File: src/rtl/pe_pkg.sv
// Shared definitions for the pipelined MAC processing element: default widths,
// saturation bounds and overflow detection.
package pe_pkg;

  localparam int unsigned DATA_W_DEF = 8;
  localparam int unsigned ACC_W_DEF  = 24;

  // Widest accumulator the helper functions can describe.
  localparam int unsigned MaxAccW = 64;

  typedef logic [MaxAccW-1:0] bound_t;

  // Saturation bound for a width-bit accumulator, zero-extended to MaxAccW.
  // upper=1 gives the maximum, upper=0 the minimum, for the given signedness.
  function automatic bound_t sat_bound(input int unsigned width, input logic signed_mode,
                                       input logic upper);
    bound_t ones;
    bound_t msb;
    ones = (width >= MaxAccW) ? '1 : ((bound_t'(1) << width) - bound_t'(1));
    msb  = bound_t'(1) << (width - 1);
    if (signed_mode) begin
      return upper ? (ones >> 1) : msb;
    end
    return upper ? ones : '0;
  endfunction

  // Signed: operands of equal sign giving a result of the other sign.
  // Unsigned: carry out of the accumulator width.
  function automatic logic ovf_detect(input logic a_msb, input logic b_msb,
                                      input logic sum_msb, input logic carry,
                                      input logic signed_mode);
    if (signed_mode) begin
      return (a_msb == b_msb) && (sum_msb != a_msb);
    end
    return carry;
  endfunction

endpackage

File: src/rtl/pe_acc_stage.sv
// Stage-2 next-state logic: clear priority, accumulate, overflow detection.
// Build option: define PE_MAC_SAT_EN to saturate on overflow instead of wrapping.
module pe_acc_stage
  import pe_pkg::*;
#(
  parameter int unsigned ACC_W = ACC_W_DEF
) (
  input  logic [ACC_W-1:0] acc_i,
  input  logic [ACC_W-1:0] prod_i,
  input  logic             prod_vld_i,
  input  logic             clr_i,
  input  logic             signed_mode_i,
  input  logic             ovf_i,
  output logic [ACC_W-1:0] acc_d_o,
  output logic             ovf_d_o
);

  logic [ACC_W:0]   sum;
  logic             ovf_add;
  logic [ACC_W-1:0] add_val;

  // Wide add keeps the carry for unsigned overflow.
  always_comb begin
    sum     = {1'b0, acc_i} + {1'b0, prod_i};
    ovf_add = ovf_detect(acc_i[ACC_W-1], prod_i[ACC_W-1], sum[ACC_W-1], sum[ACC_W],
                         signed_mode_i);
  end

`ifdef PE_MAC_SAT_EN
  // Clamp to the bound in the direction of the overflow.
  always_comb begin
    add_val = sum[ACC_W-1:0];
    if (ovf_add) begin
      if (signed_mode_i && acc_i[ACC_W-1]) begin
        add_val = ACC_W'(sat_bound(ACC_W, 1'b1, 1'b0));
      end else begin
        add_val = ACC_W'(sat_bound(ACC_W, signed_mode_i, 1'b1));
      end
    end
  end
`else
  // Wrap modulo 2^ACC_W.
  always_comb begin
    add_val = sum[ACC_W-1:0];
  end
`endif

  // Clear takes priority; a clear with a valid product starts the tile with it.
  always_comb begin
    acc_d_o = acc_i;
    ovf_d_o = ovf_i;
    if (clr_i && prod_vld_i) begin
      acc_d_o = prod_i;
      ovf_d_o = 1'b0;
    end else if (clr_i) begin
      acc_d_o = '0;
      ovf_d_o = 1'b0;
    end else if (prod_vld_i) begin
      acc_d_o = add_val;
      ovf_d_o = ovf_i | ovf_add;
    end
  end

endmodule

File: src/rtl/pe_mac_pipe.sv
// Pipelined output-stationary MAC PE: operand forwarding, stage-1 multiply,
// stage-2 accumulate (pe_acc_stage) and chain readout shift.
// Build option: PE_MAC_SAT_EN selects saturating accumulation (see pe_acc_stage).
module pe_mac_pipe
  import pe_pkg::*;
#(
  parameter int unsigned DATA_W = DATA_W_DEF,
  parameter int unsigned ACC_W  = ACC_W_DEF
) (
  input  logic              clk,
  input  logic              rst,
  input  logic [DATA_W-1:0] in_a,
  input  logic              in_a_vld,
  input  logic [DATA_W-1:0] in_b,
  input  logic              in_b_vld,
  input  logic              signed_mode,
  input  logic              acc_clr,
  input  logic              chain_en,
  input  logic [ACC_W-1:0]  chain_in,
  output logic [DATA_W-1:0] out_a,
  output logic              out_a_vld,
  output logic [DATA_W-1:0] out_b,
  output logic              out_b_vld,
  output logic [ACC_W-1:0]  out_c,
  output logic              ovf
);

  if (ACC_W < 2 * DATA_W) begin : g_bad_width
    $error("pe_mac_pipe: ACC_W must be >= 2*DATA_W");
  end

  logic [DATA_W-1:0] out_a_q, out_a_d, out_b_q, out_b_d;
  logic              out_a_vld_q, out_a_vld_d, out_b_vld_q, out_b_vld_d;
  logic [ACC_W-1:0]  prod_q, prod_d, acc_q, acc_d, acc_nxt;
  logic              prod_vld_q, prod_vld_d, clr_q, clr_d, mode_q, mode_d;
  logic              ovf_q, ovf_d, ovf_nxt;

  logic [2*DATA_W-1:0]        prod_u;
  logic signed [2*DATA_W-1:0] prod_s;
  logic [ACC_W-1:0]           prod_ext;

  // Full-width product, extended to the accumulator width per operand signedness.
  always_comb begin
    prod_u = {{DATA_W{1'b0}}, in_a} * {{DATA_W{1'b0}}, in_b};
    prod_s = $signed({{DATA_W{in_a[DATA_W-1]}}, in_a}) *
             $signed({{DATA_W{in_b[DATA_W-1]}}, in_b});
    if (signed_mode) begin
      prod_ext = ACC_W'(prod_s);
    end else begin
      prod_ext = ACC_W'(prod_u);
    end
  end

  pe_acc_stage #(
    .ACC_W(ACC_W)
  ) u_acc_stage (
    .acc_i        (acc_q),
    .prod_i       (prod_q),
    .prod_vld_i   (prod_vld_q),
    .clr_i        (clr_q),
    .signed_mode_i(mode_q),
    .ovf_i        (ovf_q),
    .acc_d_o      (acc_nxt),
    .ovf_d_o      (ovf_nxt)
  );

  // Chain mode overrides everything and kills any product in flight.
  always_comb begin
    out_a_d     = out_a_q;
    out_b_d     = out_b_q;
    out_a_vld_d = 1'b0;
    out_b_vld_d = 1'b0;
    prod_d      = prod_q;
    prod_vld_d  = 1'b0;
    clr_d       = 1'b0;
    mode_d      = mode_q;
    acc_d       = chain_in;
    ovf_d       = ovf_q;
    if (!chain_en) begin
      out_a_d     = in_a;
      out_b_d     = in_b;
      out_a_vld_d = in_a_vld;
      out_b_vld_d = in_b_vld;
      prod_d      = prod_ext;
      prod_vld_d  = in_a_vld & in_b_vld;
      clr_d       = acc_clr;
      mode_d      = signed_mode;
      acc_d       = acc_nxt;
      ovf_d       = ovf_nxt;
    end
  end

  // All pipeline state, cleared asynchronously.
  always_ff @(posedge clk or posedge rst) begin
    if (rst) begin
      out_a_q     <= '0;
      out_b_q     <= '0;
      out_a_vld_q <= 1'b0;
      out_b_vld_q <= 1'b0;
      prod_q      <= '0;
      prod_vld_q  <= 1'b0;
      clr_q       <= 1'b0;
      mode_q      <= 1'b0;
      acc_q       <= '0;
      ovf_q       <= 1'b0;
    end else begin
      out_a_q     <= out_a_d;
      out_b_q     <= out_b_d;
      out_a_vld_q <= out_a_vld_d;
      out_b_vld_q <= out_b_vld_d;
      prod_q      <= prod_d;
      prod_vld_q  <= prod_vld_d;
      clr_q       <= clr_d;
      mode_q      <= mode_d;
      acc_q       <= acc_d;
      ovf_q       <= ovf_d;
    end
  end

  assign out_a     = out_a_q;
  assign out_b     = out_b_q;
  assign out_a_vld = out_a_vld_q;
  assign out_b_vld = out_b_vld_q;
  assign out_c     = acc_q;
  assign ovf       = ovf_q;

endmodule

File: config.mk
export PLATFORM = sky130hd
export DESIGN_NAME = pe_mac_pipe
export DESIGN_NICKNAME = d
export VERILOG_FILES = /design/src/rtl/pe_pkg.sv /design/src/rtl/pe_acc_stage.sv /design/src/rtl/pe_mac_pipe.sv
export SDC_FILE = /design/constraint.sdc
export NUM_CORES = 1
export LEC_CHECK = 0
export ABC_CLOCK_PERIOD_IN_PS = 3400
export CAP_MARGIN = 20
export CORE_MARGIN = 4
export CORE_UTILIZATION = 59
export CTS_CLUSTER_SIZE = 10
export DETAILED_ROUTE_END_ITERATION = 8
export PLACE_DENSITY = 0.87
export SYNTH_ARGS = -nofsm -noshare
export SYNTH_HDL_FRONTEND = slang
export SYNTH_SLANG_ARGS = --single-unit
export TNS_END_PERCENT = 1
File: constraint.sdc
create_clock -name clk -period 3.4 [get_ports clk]
set_clock_uncertainty 0.05 [all_clocks]
set_input_delay 0.68 -clock clk [delete_from_list [all_inputs] [get_ports clk]]
set_output_delay 0.68 -clock clk [all_outputs]
set_load 0.005 [all_outputs]
# == Yosys cells after proc, flatten, opt, wreduce, memory -nomap -nowiden ==
# Index checks and enable logic that the tools add are counted.
# totals
wordCells,38
ff_bits,70
inputBits,47
# classes
n_addsub,1
muxes,15
bitwise_logic,3
n_mul,2
n_reduce_logical,5
n_eq_ne,2
# op_table
cell,n
$mux 24,5
$mul 8x8->16,2
$add 24x24->25,1
$mux 1,10
$reduce_bool 4->1,1
$reduce_bool 3->1,1
$logic_and 1x1->1,2
$reduce_and 2->1,1
$and 1x1->1,1
$eq 1x1->1,1
$ne 1x1->1,1
$not 1->1,1
$or 1x1->1,1

# == Logic depth before layout (Yosys ltp) ==
# Gate-level depths: netlist of the first run.
# depth
word_depth,9
depth_mapped,23

# == Cells and area by module ==
# Synthesis of the first run repeated with hierarchy kept, for this count alone.
# hier_totals
cells_unflattened,903
area_unflattened_um2,8250.4
# modules_own_cells
mod,n_inst,area_per_inst_um2,cells_per_inst
pe_mac_pipe,1,6611.3,662
pe_acc_stage,1,1639.1,241

# == Least setup slack after synthesis of the first run ==
# OpenSTA, ideal clock, no wires.
# synth_timing
path_kind,input to register
startpoint,input port in_b[7]
endpoint,register prod_q[15]
t_arrival_ps,5021
path_slack_ps,-1797
cell_stages,20
setup_time_ps,126
cell_sequence,clkbuf_1 clkinv_1 nor2_1 fa_1 inv_1 fa_1 inv_1 fa_1 inv_1 fa_1 inv_1 ha_1 or2_2 a21oi_1 o311ai_1 a21o_1 a21oi_1 nand2_1 nor3b_1 a221o_1
# synth_via
elab_chain_len,2
word_cells_on_any_way,3
# synth_rtl
item,line,text
from (decl),pe_mac_pipe.sv:14,"input logic [DATA_W-1:0] in_b,"
$mul 8x8->16 (on tied branches),"pe_mac_pipe.sv:44, pe_mac_pipe.sv:45",
$mux 24 *,pe_mac_pipe.sv:47,if (signed_mode) begin
to (signal assigned),pe_mac_pipe.sv:111,prod_q <= prod_d;
to (decl),pe_mac_pipe.sv:34,"logic [ACC_W-1:0] prod_q, prod_d, acc_q, acc_d, acc_nxt;"
# Mark *: on every way between the ends. The rest lies on a longest branch, timed or not.
# A chain may end at the register's enable or synchronous reset.

# == Final worst setup path of the first run ==
# layout_timing
startpoint,input port in_a[5]
endpoint,register prod_q[15]
# layout_via
elab_chain_len,2
word_cells_on_any_way,3
# layout_rtl
item,line,text
from (decl),pe_mac_pipe.sv:12,"input logic [DATA_W-1:0] in_a,"
$mul 8x8->16 (on tied branches),"pe_mac_pipe.sv:44, pe_mac_pipe.sv:45",
$mux 24 *,pe_mac_pipe.sv:47,
# Marked as above.

==> impl_metrics.ini, run 1 <==
[status]
status = finished with violations
violations = setup timing

[cells_and_area]
final-seq-area_um2 = 1580
multi_input_area_um2 = 6160
fin_nets = 1311
drive_above_1_share_pct = 24.9
mostFrequentLayoutCell = inv_1
layout_common_cells = inv_1 (140), buf_4 (117), fa_1 (76)
nFillCells = 763
syn_to_final_growth_pct = 31.7
diodes = 0

[placed_design]
dpl.hpwl_um = 16700
gp_congestion = 0.882
io_buffer_count = 89
place_ws_ns = -2.36

[worst_setup_path]
crit_path_end_kind = flop
r2r-end = out_c[20]
setup.worst_path.class = input port to flop
rrSetupSlack_ns = 0.28
reg2reg_from = out_c[0]
crit_fanout = 5
r2r_cells = 11
cp.arrival_ns = 5.22
critPathLaunchType = input port
cp.required_ns = 3.58
critPathLaunch = in_a[5]

[synthesis]
synth_warnings = 0
synth_nets = 1120
synth_cells = 905
syn-cell-area_um2 = 8090
ys.flop_type = dfrtp_1
synth_top_cell_by_area = fa_1
synth_seq_cells = 63
synth.distinct_cells = 65
syn-mean-instance-area_um2 = 8.94
synth.area.top_cells = fa_1 (21%), dfrtp_1 (19%), ha_1 (13%)
synth-edff-count = 0
synth-seq-area-share_pct = 19.5
ys_async_sr_fraction_pct = 100
synth_top_cell_area_share_pct = 21.3

[floorplanning]
die-height_um = 125
io_pins = 90
dieArea_um2 = 15600
start_util_pct = 60.6
fp-row-count = 42
die_width_um = 125
coreArea_um2 = 13300

[cts]
htreeDepth = 3
cts_root_buffer = clkbuf_16
numCtsBuffers = 9
cts_max_path_buffers = 2
cts_tree = done
clk_pin_slew_ns = 0.06
cts_hold_buf = 0
clock_sinks = 63
clock_latency_ns = 0.34

[power_and_ir_drop]
power.leakage_uw = 0.00518
powerDensity_nw_per_um2 = 750
irDropWorstVdd_mv = 0.465
power.share.sequential_pct = 13.4
comb_power_share_pct = 75.9
swShare_pct = 46.4
power_switching_uw = 3700
internal_power_uw = 4280
power_uw = 7990
p_clk_share_pct = 10.6

[route]
dr.pass1.iters = 6
drc = 0
vias_per_cell = 5.94
routed_wl_um = 25200
vias = 7577
drt_iter0_markers = 854
ant_nets = 0
wl_per_cell_um = 19.7

[min_path]
whs_path_depth = 1
min_to = out_a[6]
hp-class = flop to flop
hold_start = out_a[6]

[global_routing]
grt_max_degree = 39
grt_pass1_wl_um = 38000
grt_pass1_vias = 7854
overflow = 0
globalRouteTotalUtil_pct = 29.7
antenna_found_initial = 0

[timing]
setup-violations-final = 13
worstMarginPinSlew_ns = 0.916
max_freq_mhz = 198
finalSetupTns_ns = -14.44
finalHoldViolCount = 0
post-route-min-period_ns = 5.04
period_share_pct = 148
layout_setup_ws_ns = -1.64
relSlewSlack_pct = 38.7
rsz0062_at_grt = yes
slew_violations = 0

[run]
cap_violations = 0
cell type report:
cell class	count	area share, %
Clock buffer	10	2.24
Clock inverter	5	0.235
Tap cell	176	2.07
Timing Repair Buffer	210	16.9
Multi-Input combinational cell	648	57.9
Inverter	164	5.85
Sequential cell	63	14.8
power groups by stage:
stage                     Combinational, uW  Sequential (uW)  Clock, uW
final                                  6060             1070        849
after global routing                   6490             1090        879
after CTS                              5310             1060        853
after detailed placement               4860             1070          0
after global placement                 4610             1060          0
after floorplan                        3360             1030          0
Yosys cell counts, types with 3 or more instances:
| master | n |
|---|---|
| a211oi_1 | 10 |
| a21o_1 | 12 |
| a21oi_1 | 38 |
| a22oi_1 | 13 |
| a31oi_1 | 6 |
| and2_1 | 43 |
| and3_1 | 3 |
| buf_1 | 9 |
| clkbuf_1 | 21 |
| dfrtp_1 | 63 |
| fa_1 | 86 |
| ha_1 | 82 |
| inv_1 | 163 |
| mux2_2 | 20 |
| mux2i_1 | 4 |
| nand2_1 | 80 |
| nand2b_1 | 13 |
| nand3_1 | 9 |
| nor2_1 | 46 |
| nor2b_1 | 8 |
| nor3_1 | 16 |
| nor3b_1 | 3 |
| o21a_1 | 11 |
| o21ai_0 | 41 |
| o21ai_1 | 4 |
| o221ai_1 | 6 |
| o311a_1 | 3 |
| o31ai_1 | 4 |
| or2_2 | 4 |
| xnor2_1 | 28 |
| xor2_1 | 15 |
critical path, cell delays in order:
cell and delay (ns):
clkbuf_4 0.15, buf_4 0.15, buf_4 0.14, nand2_1 0.08
inv_1 0.07, fa_1 0.56, fa_1 0.46, fa_1 0.55
inv_1 0.06, fa_1 0.59, inv_1 0.10, ha_4 0.17
and2_4 0.14, o21ai_4 0.16, o311ai_4 0.13, a21o_1 0.22
a21oi_2 0.22, nand2_1 0.12, nor3b_4 0.19, a221o_1 0.26
what timing repair did:
action / CTS / global route
pin swaps: 65 / 30
buffers inserted: 4 / 6
endpoints found under the setup margin: 13 / 13
resized for setup: 137 / 41
logic make-up after synthesis:
group	count (synthesis)	share of synthesized area (%)
muxes	24	3.28
xor gates and xnor gates	43	4.66
AOI/OAI and AO/OA	177	15.3
adders and majority gates	168	34.0
and+or+nand+nor	236	14.3
DFF	63	19.5
buffers and inverters	194	9.00
state kept, by name, indices dropped and copies added, names as in the netlist:
signal and flops:
out_a 8, out_b_vld 1, prod_vld_q 1, out_c 24, out_b 8, ovf 1, clr_q 1, out_a_vld 1
prod_q 17, mode_q 1
how the worst max path moves through the flow:
stage / end / slack, ns / depth (start not counted)
3_5_place_dp: prod_q[15] / -2.36 / 18
5_1_grt: prod_q[15] / -1.74 / 20
4_1_cts: prod_q[15] / -1.33 / 19
2_1_floorplan: prod_q[15] / -1.63 / 18
6_report: prod_q[15] / -1.64 / 20
3_3_place_gp: prod_q[15] / -2.25 / 17
stage by stage:
stage	instance area (um2)	util, %	std cells	hold WS, ns
final	10700	79.8	1276	0.458
after global routing	10700	79.8	1276	0.472
after CTS	10500	78.7	1270	0.455
after detailed placement	9970	74.7	1251	0.442
after global placement	9970	74.7	1251	0.437
after floorplan	8200	-	905	0.423
per-layer routing:
layer	GRT usage, %	part of all wire (%)	wire length [um]
met5	0	0	0
met2	53.1	50	12600
met3	5.07	7.2	1820
met4	11.9	6.1	1530
met1	35.6	37	9220
Power figures use the tool's default switching activity.
==> inputs of run 2 (changes only) <==
--- a/config.mk
+++ b/config.mk
@@ -7,11 +7,14 @@
 export LEC_CHECK = 0
 export ABC_CLOCK_PERIOD_IN_PS = 3400
 export CAP_MARGIN = 20
+export CORE_ASPECT_RATIO = 1.5
 export CORE_MARGIN = 4
 export CORE_UTILIZATION = 59
 export CTS_CLUSTER_SIZE = 10
 export DETAILED_ROUTE_END_ITERATION = 8
 export PLACE_DENSITY = 0.87
+export RECOVER_POWER = 100
+export SLEW_MARGIN = 10
 export SYNTH_ARGS = -nofsm -noshare
 export SYNTH_HDL_FRONTEND = slang
 export SYNTH_SLANG_ARGS = --single-unit
==> run 2 against run 1 <==
The run ends with capacitance limit, slew limit, setup timing left. Cell count shrank 2.1%. Global-route usage shrank 0.62 points. Die area grew 0.25%. Core utilization shrank 2.4 points. Sequential cell count is the same. Critical path depth shrank 3. Final area shrank 2.1%. Routed wire length shrank 8.8%. Combinational power shrank 8.3%. Register-to-register slack gained 0.03 ns. Critical endpoint unchanged. Largest power group unchanged. Highest routed layer unchanged.
==> impl_metrics.ini, run 2 (same netlist as run 1, synthesis figures left out) <==
[timing]
post-route-min-period_ns = 4.83
slew_violations = 27
finalHoldViolCount = 0
period_share_pct = 142
rsz0062_at_grt = yes
setup-violations-final = 13
relSlewSlack_pct = -1.06
layout_setup_ws_ns = -1.43
finalSetupTns_ns = -13.72
max_freq_mhz = 207
worstMarginPinSlew_ns = 1.52

[cts]
cts_max_path_buffers = 2
cts_tree = done
clock_sinks = 63
cts_hold_buf = 0
cts_root_buffer = clkbuf_16
clk_pin_slew_ns = 0.06
numCtsBuffers = 9
clock_latency_ns = 0.34
htreeDepth = 3

[route]
vias_per_cell = 5.80
drc = 0
vias = 7244
routed_wl_um = 22900
wl_per_cell_um = 18.4
dr.pass1.iters = 5
drt_iter0_markers = 326
ant_nets = 0

[global_routing]
grt_pass1_vias = 7782
grt_pass1_wl_um = 36800
globalRouteTotalUtil_pct = 29.0
grt_max_degree = 64
overflow = 0
antenna_found_initial = 0

[min_path]
hold_start = out_b[7]
min_to = out_b[7]
hp-class = flop to flop
whs_path_depth = 2

[cells_and_area]
largest_register_ffs = 24
layout_common_cells = inv_1 (154), buf_4 (102), fa_1 (77)
diodes = 0
nFillCells = 826
syn_to_final_growth_pct = 28.9
drive_above_1_share_pct = 21.3
finish.utilization_pct = 77.4
mostFrequentLayoutCell = inv_1
fin_nets = 1297
stdcell_area_um2 = 10400

[power_and_ir_drop]
powerDensity_nw_per_um2 = 731
power_uw = 7620
irDropWorstVdd_mv = 0.423
power.leakage_uw = 0.00514

[floorplanning]
die-height_um = 151
die_width_um = 104
io_pins = 90
start_util_pct = 60.1
fp-row-count = 52
dieArea_um2 = 15700
coreArea_um2 = 13500

[worst_setup_path]
cp.arrival_ns = 5.00
critPathLaunchType = input port
path_common_cell = fa_1
r2r-end = ovf
path_buf_inv = 5
crit_chain = buf_4 -> and2_4 -> fa_1 -> inv_1 -> fa_1 -> inv_2 -> fa_1 -> inv_2 -> fa_1 -> inv_2 -> ha_4 -> a21boi_4 -> or4_4 -> a31o_4 -> o41ai_4 -> xnor2_1 -> a221o_1
critPathMaxStageDelay_ns = 0.55
cp_slowest_cell = fa_1
r2r_cells = 11
setup.worst_path.class = input port to flop
cp.depth = 17
reg2reg_from = out_c[0]
rrSetupSlack_ns = 0.31
cp.required_ns = 3.57
crit_fanout = 9
crit_path_end_kind = flop
cp_top_family = adder cells

[status]
status = finished with violations
violations = capacitance limit, slew limit, setup timing

[run]
cap_violations = 1

[placed_design]
io_buffer_count = 89
gp_congestion = 0.927
placed_cell_area_um2 = 9900
dpl.hpwl_um = 16300
==> run 2: cell types whose count changed in the layout (fill, tap and decap cells not counted), moves of 6 or more <==
cell             change
buf_6                -6
inv_1               +14
clkdlybuf4s50_1     -44
dlygate4sd3_1       +44
inv_2               -13
buf_4               -15
==> run 2: stage by stage <==
step           setup slack [ns]  hold WS, ns  std cells
3_5_place_dp              -2.38        0.433       1230
4_1_cts                   -1.39        0.447       1248
3_3_place_gp              -2.31        0.420       1230
2_1_floorplan             -1.63        0.423        905
5_1_grt                   -1.55        0.457       1249
6_report                  -1.43        0.441       1249
==> run 2: final cells by class <==
cell class                      count  area [um2]  area share [%]
Clock buffer                       10         229            2.20
Clock inverter                      6        85.1           0.816
Tap cell                          162         203            1.94
Multi-Input combinational cell    648        6070            58.2
Sequential cell                    63        1580            15.1
Timing Repair Buffer              196        1650            15.8
Inverter                          164         621            5.95
==> run 2: how the worst max path moves through the flow <==
stage / startpoint / endpoint / slack, ns
floorplan: in_a[2] / prod_q[15] / -1.63
global placement: in_a[2] / prod_q[15] / -2.31
detailed placement: in_a[2] / prod_q[15] / -2.38
CTS: in_b[7] / prod_q[15] / -1.39
global route: in_b[6] / prod_q[15] / -1.55
finish: in_b[6] / prod_q[15] / -1.43
==> run 2: report_power, final <==
part / switching, uW / internal (uW) / total [uW]
logic: 2870 / 2690 / 5560
registers: 154 / 907 / 1060
clock network: 362 / 639 / 1000
total: 3390 / 4240 / 7620
==> run 2: timing repair <==
action / CTS / global route
gates resized for setup: 119 / 35
pin swaps: 40 / 25
setup endpoints to repair: 13 / 13
hold endpoints to repair: 0 / 0
buffers inserted: 2 / 1
==> run 2: worst reg2reg max path: stages (launching register included) <==
cell and delay [ns]:
dfrtp_1 0.37, ha_1 0.20, fa_1 0.26, a211oi_1 0.09, nor2_1 0.30, o22ai_1 0.18
a31oi_1 0.36, a31oi_1 0.21, a211o_1 0.34, o21ai_0 0.35, o21ai_1 0.13, a21oi_1 0.16
==> run 2: metal layers <==
metal	wire length [um]	global-route usage [%]
met5	0	0
met4	1340	16.2
met2	12500	56.5
met1	8260	30.0
met3	820	3.84
==> inputs of run 3 (changes only) <==
--- a/config.mk
+++ b/config.mk
@@ -6,15 +6,13 @@
 export NUM_CORES = 1
 export LEC_CHECK = 0
 export ABC_CLOCK_PERIOD_IN_PS = 3400
-export CAP_MARGIN = 20
 export CORE_ASPECT_RATIO = 1.5
 export CORE_MARGIN = 4
 export CORE_UTILIZATION = 59
 export CTS_CLUSTER_SIZE = 10
 export DETAILED_ROUTE_END_ITERATION = 8
-export PLACE_DENSITY = 0.87
+export PLACE_DENSITY = 0.8
 export RECOVER_POWER = 100
-export SLEW_MARGIN = 10
 export SYNTH_ARGS = -nofsm -noshare
 export SYNTH_HDL_FRONTEND = slang
 export SYNTH_SLANG_ARGS = --single-unit
==> run 3 against run 2 <==
Routed wire length decreased by 8.6%. Critical endpoint unchanged. Via count down 2.7%. Final area rose by 1.1%. Worst hold slack got worse by 0.0089 ns. The run ends with setup timing left. Total power down 3.1%. Die area is the same. Combinational power fell by 5.0%. Largest cell class unchanged. First-iteration DRC count down 45%. Critical path depth grew 2. Cell count increased by 0.32%. Largest power group unchanged.
==> impl_metrics.ini, run 3 (same netlist as run 1, synthesis figures left out) <==
[cts]
clk_pin_slew_ns = 0.06
clock_sinks = 63
cts_tree = done
htreeDepth = 3
clock_latency_ns = 0.34
numCtsBuffers = 9
cts_max_path_buffers = 2
cts_root_buffer = clkbuf_16

[floorplanning]
fp-row-count = 52
dieArea_um2 = 15700
die_width_um = 104
io_pins = 90
coreArea_um2 = 13500
die-height_um = 151
start_util_pct = 60.1

[timing]
setup-violations-final = 13
finalHoldViolCount = 0
max_freq_mhz = 209
worstMarginPinSlew_ns = 1.13
layout_setup_ws_ns = -1.39
rsz0062_at_grt = yes
slew_violations = 0
post-route-min-period_ns = 4.79
period_share_pct = 141
relSlewSlack_pct = 25.0

[global_routing]
grt_pass1_wl_um = 34600
globalRouteTotalUtil_pct = 27.2
grt_pass1_vias = 7476
grt_max_degree = 67
antenna_found_initial = 0
overflow = 0

[worst_setup_path]
reg2reg_from = out_c[1]
crit_path_end_kind = flop
cp.arrival_ns = 4.96
crit_fanout = 9
critPathLaunch = in_b[6]
setup.worst_path.class = input port to flop
cp.required_ns = 3.57
critPathLaunchType = input port

[cells_and_area]
finish.utilization_pct = 78.3
largest_register_ffs = 24
drive_above_1_share_pct = 23.2
stdcell_area_um2 = 10500
stdcell_count = 1253
layout_common_cells = inv_1 (148), buf_4 (104), fa_1 (78)
mostFrequentLayoutCell = inv_1
syn_to_final_growth_pct = 30.4
diodes = 0
nFillCells = 866
fin_nets = 1301

[placed_design]
dpl.hpwl_um = 16100
gp_congestion = 0.924
placed_cell_area_um2 = 9920
dp.cells = 1233
io_buffer_count = 89

[power_and_ir_drop]
powerDensity_nw_per_um2 = 701
power.leakage_uw = 0.00517
irDropWorstVdd_mv = 0.419

[status]
violations = setup timing
status = finished with violations

[min_path]
hold_start = out_b[7]
hp-class = flop to flop

[run]
cap_violations = 0

[route]
drc = 0
vias = 7048
dr.pass1.iters = 5
ant_nets = 0
drt_iter0_markers = 180
vias_per_cell = 5.62
routed_wl_um = 21000
wl_per_cell_um = 16.7
## run 3: worst max-delay path, cell delays in order
cell and delay, ns:
buf_6 0.12, and2_4 0.16, fa_1 0.50, inv_2 0.05, fa_1 0.51, inv_2 0.04
fa_1 0.52, inv_2 0.05, fa_1 0.57, inv_2 0.05, ha_4 0.23, or2_2 0.28
a21oi_2 0.18, o311ai_2 0.11, a21o_1 0.21, a21oi_2 0.19, nand2_1 0.08, nor3b_4 0.16
a221o_1 0.26
## run 3: final timing paths
path / end / slack, ns / cells after the start
setup / recovery: prod_q[15] / -1.39 / 19
hold reg to reg: out_b[7] / 0.43 / 2
max in group asynchronous: out_a_vld / 0.78 / 3
hold / removal: out_b[7] / 0.43 / 2
setup reg to reg: out_c[19] / 0.31 / 10
min in group asynchronous: out_c[7] / 0.97 / 2
## run 3: metrics by stage
step	hold slack, ns	power [uW]	setup slack (ns)	TNS, ns
2_1_floorplan	0.423	4390	-1.63	-13.12
3_3_place_gp	0.422	5700	-2.28	-23.56
3_5_place_dp	0.437	5880	-2.41	-24.78
4_1_cts	0.452	7260	-1.35	-12.07
5_1_grt	0.458	8020	-1.50	-14.07
6_report	0.433	7390	-1.39	-12.23
## run 3: area by class of cell
class / count / area, um2 / area share [%]
Multi-Input combinational cell: 648 / 6080 / 57.6
Timing Repair Buffer: 200 / 1740 / 16.5
Sequential cell: 63 / 1580 / 15.0
Inverter: 164 / 621 / 5.89
Clock buffer: 10 / 239 / 2.27
Tap cell: 162 / 203 / 1.92
Clock inverter: 6 / 92.6 / 0.878
## run 3: metal layers
layer	track usage, %	wire [um]	vias up	share of wire, %
met5	0	0	-	0
met2	53.9	11800	193	56
met3	3.92	702	60	3.3
met1	29.0	7780	3460	37
li1	-	-	3335	-
met4	10.8	713	0	3.4
## run 3: where the power goes
group | switching, uW | total (uW) | internal [uW]
combinational | 2650 | 5280 | 2630
clock | 377 | 1040 | 666
sequential | 156 | 1060 | 907
## run 3: what timing repair did
item / in CTS / in global routing
buffers inserted: 3 / 3
endpoints found under the setup margin: 13 / 13
resized for setup: 142 / 34
hold buffers: 0 / 0
pin swaps: 57 / 32
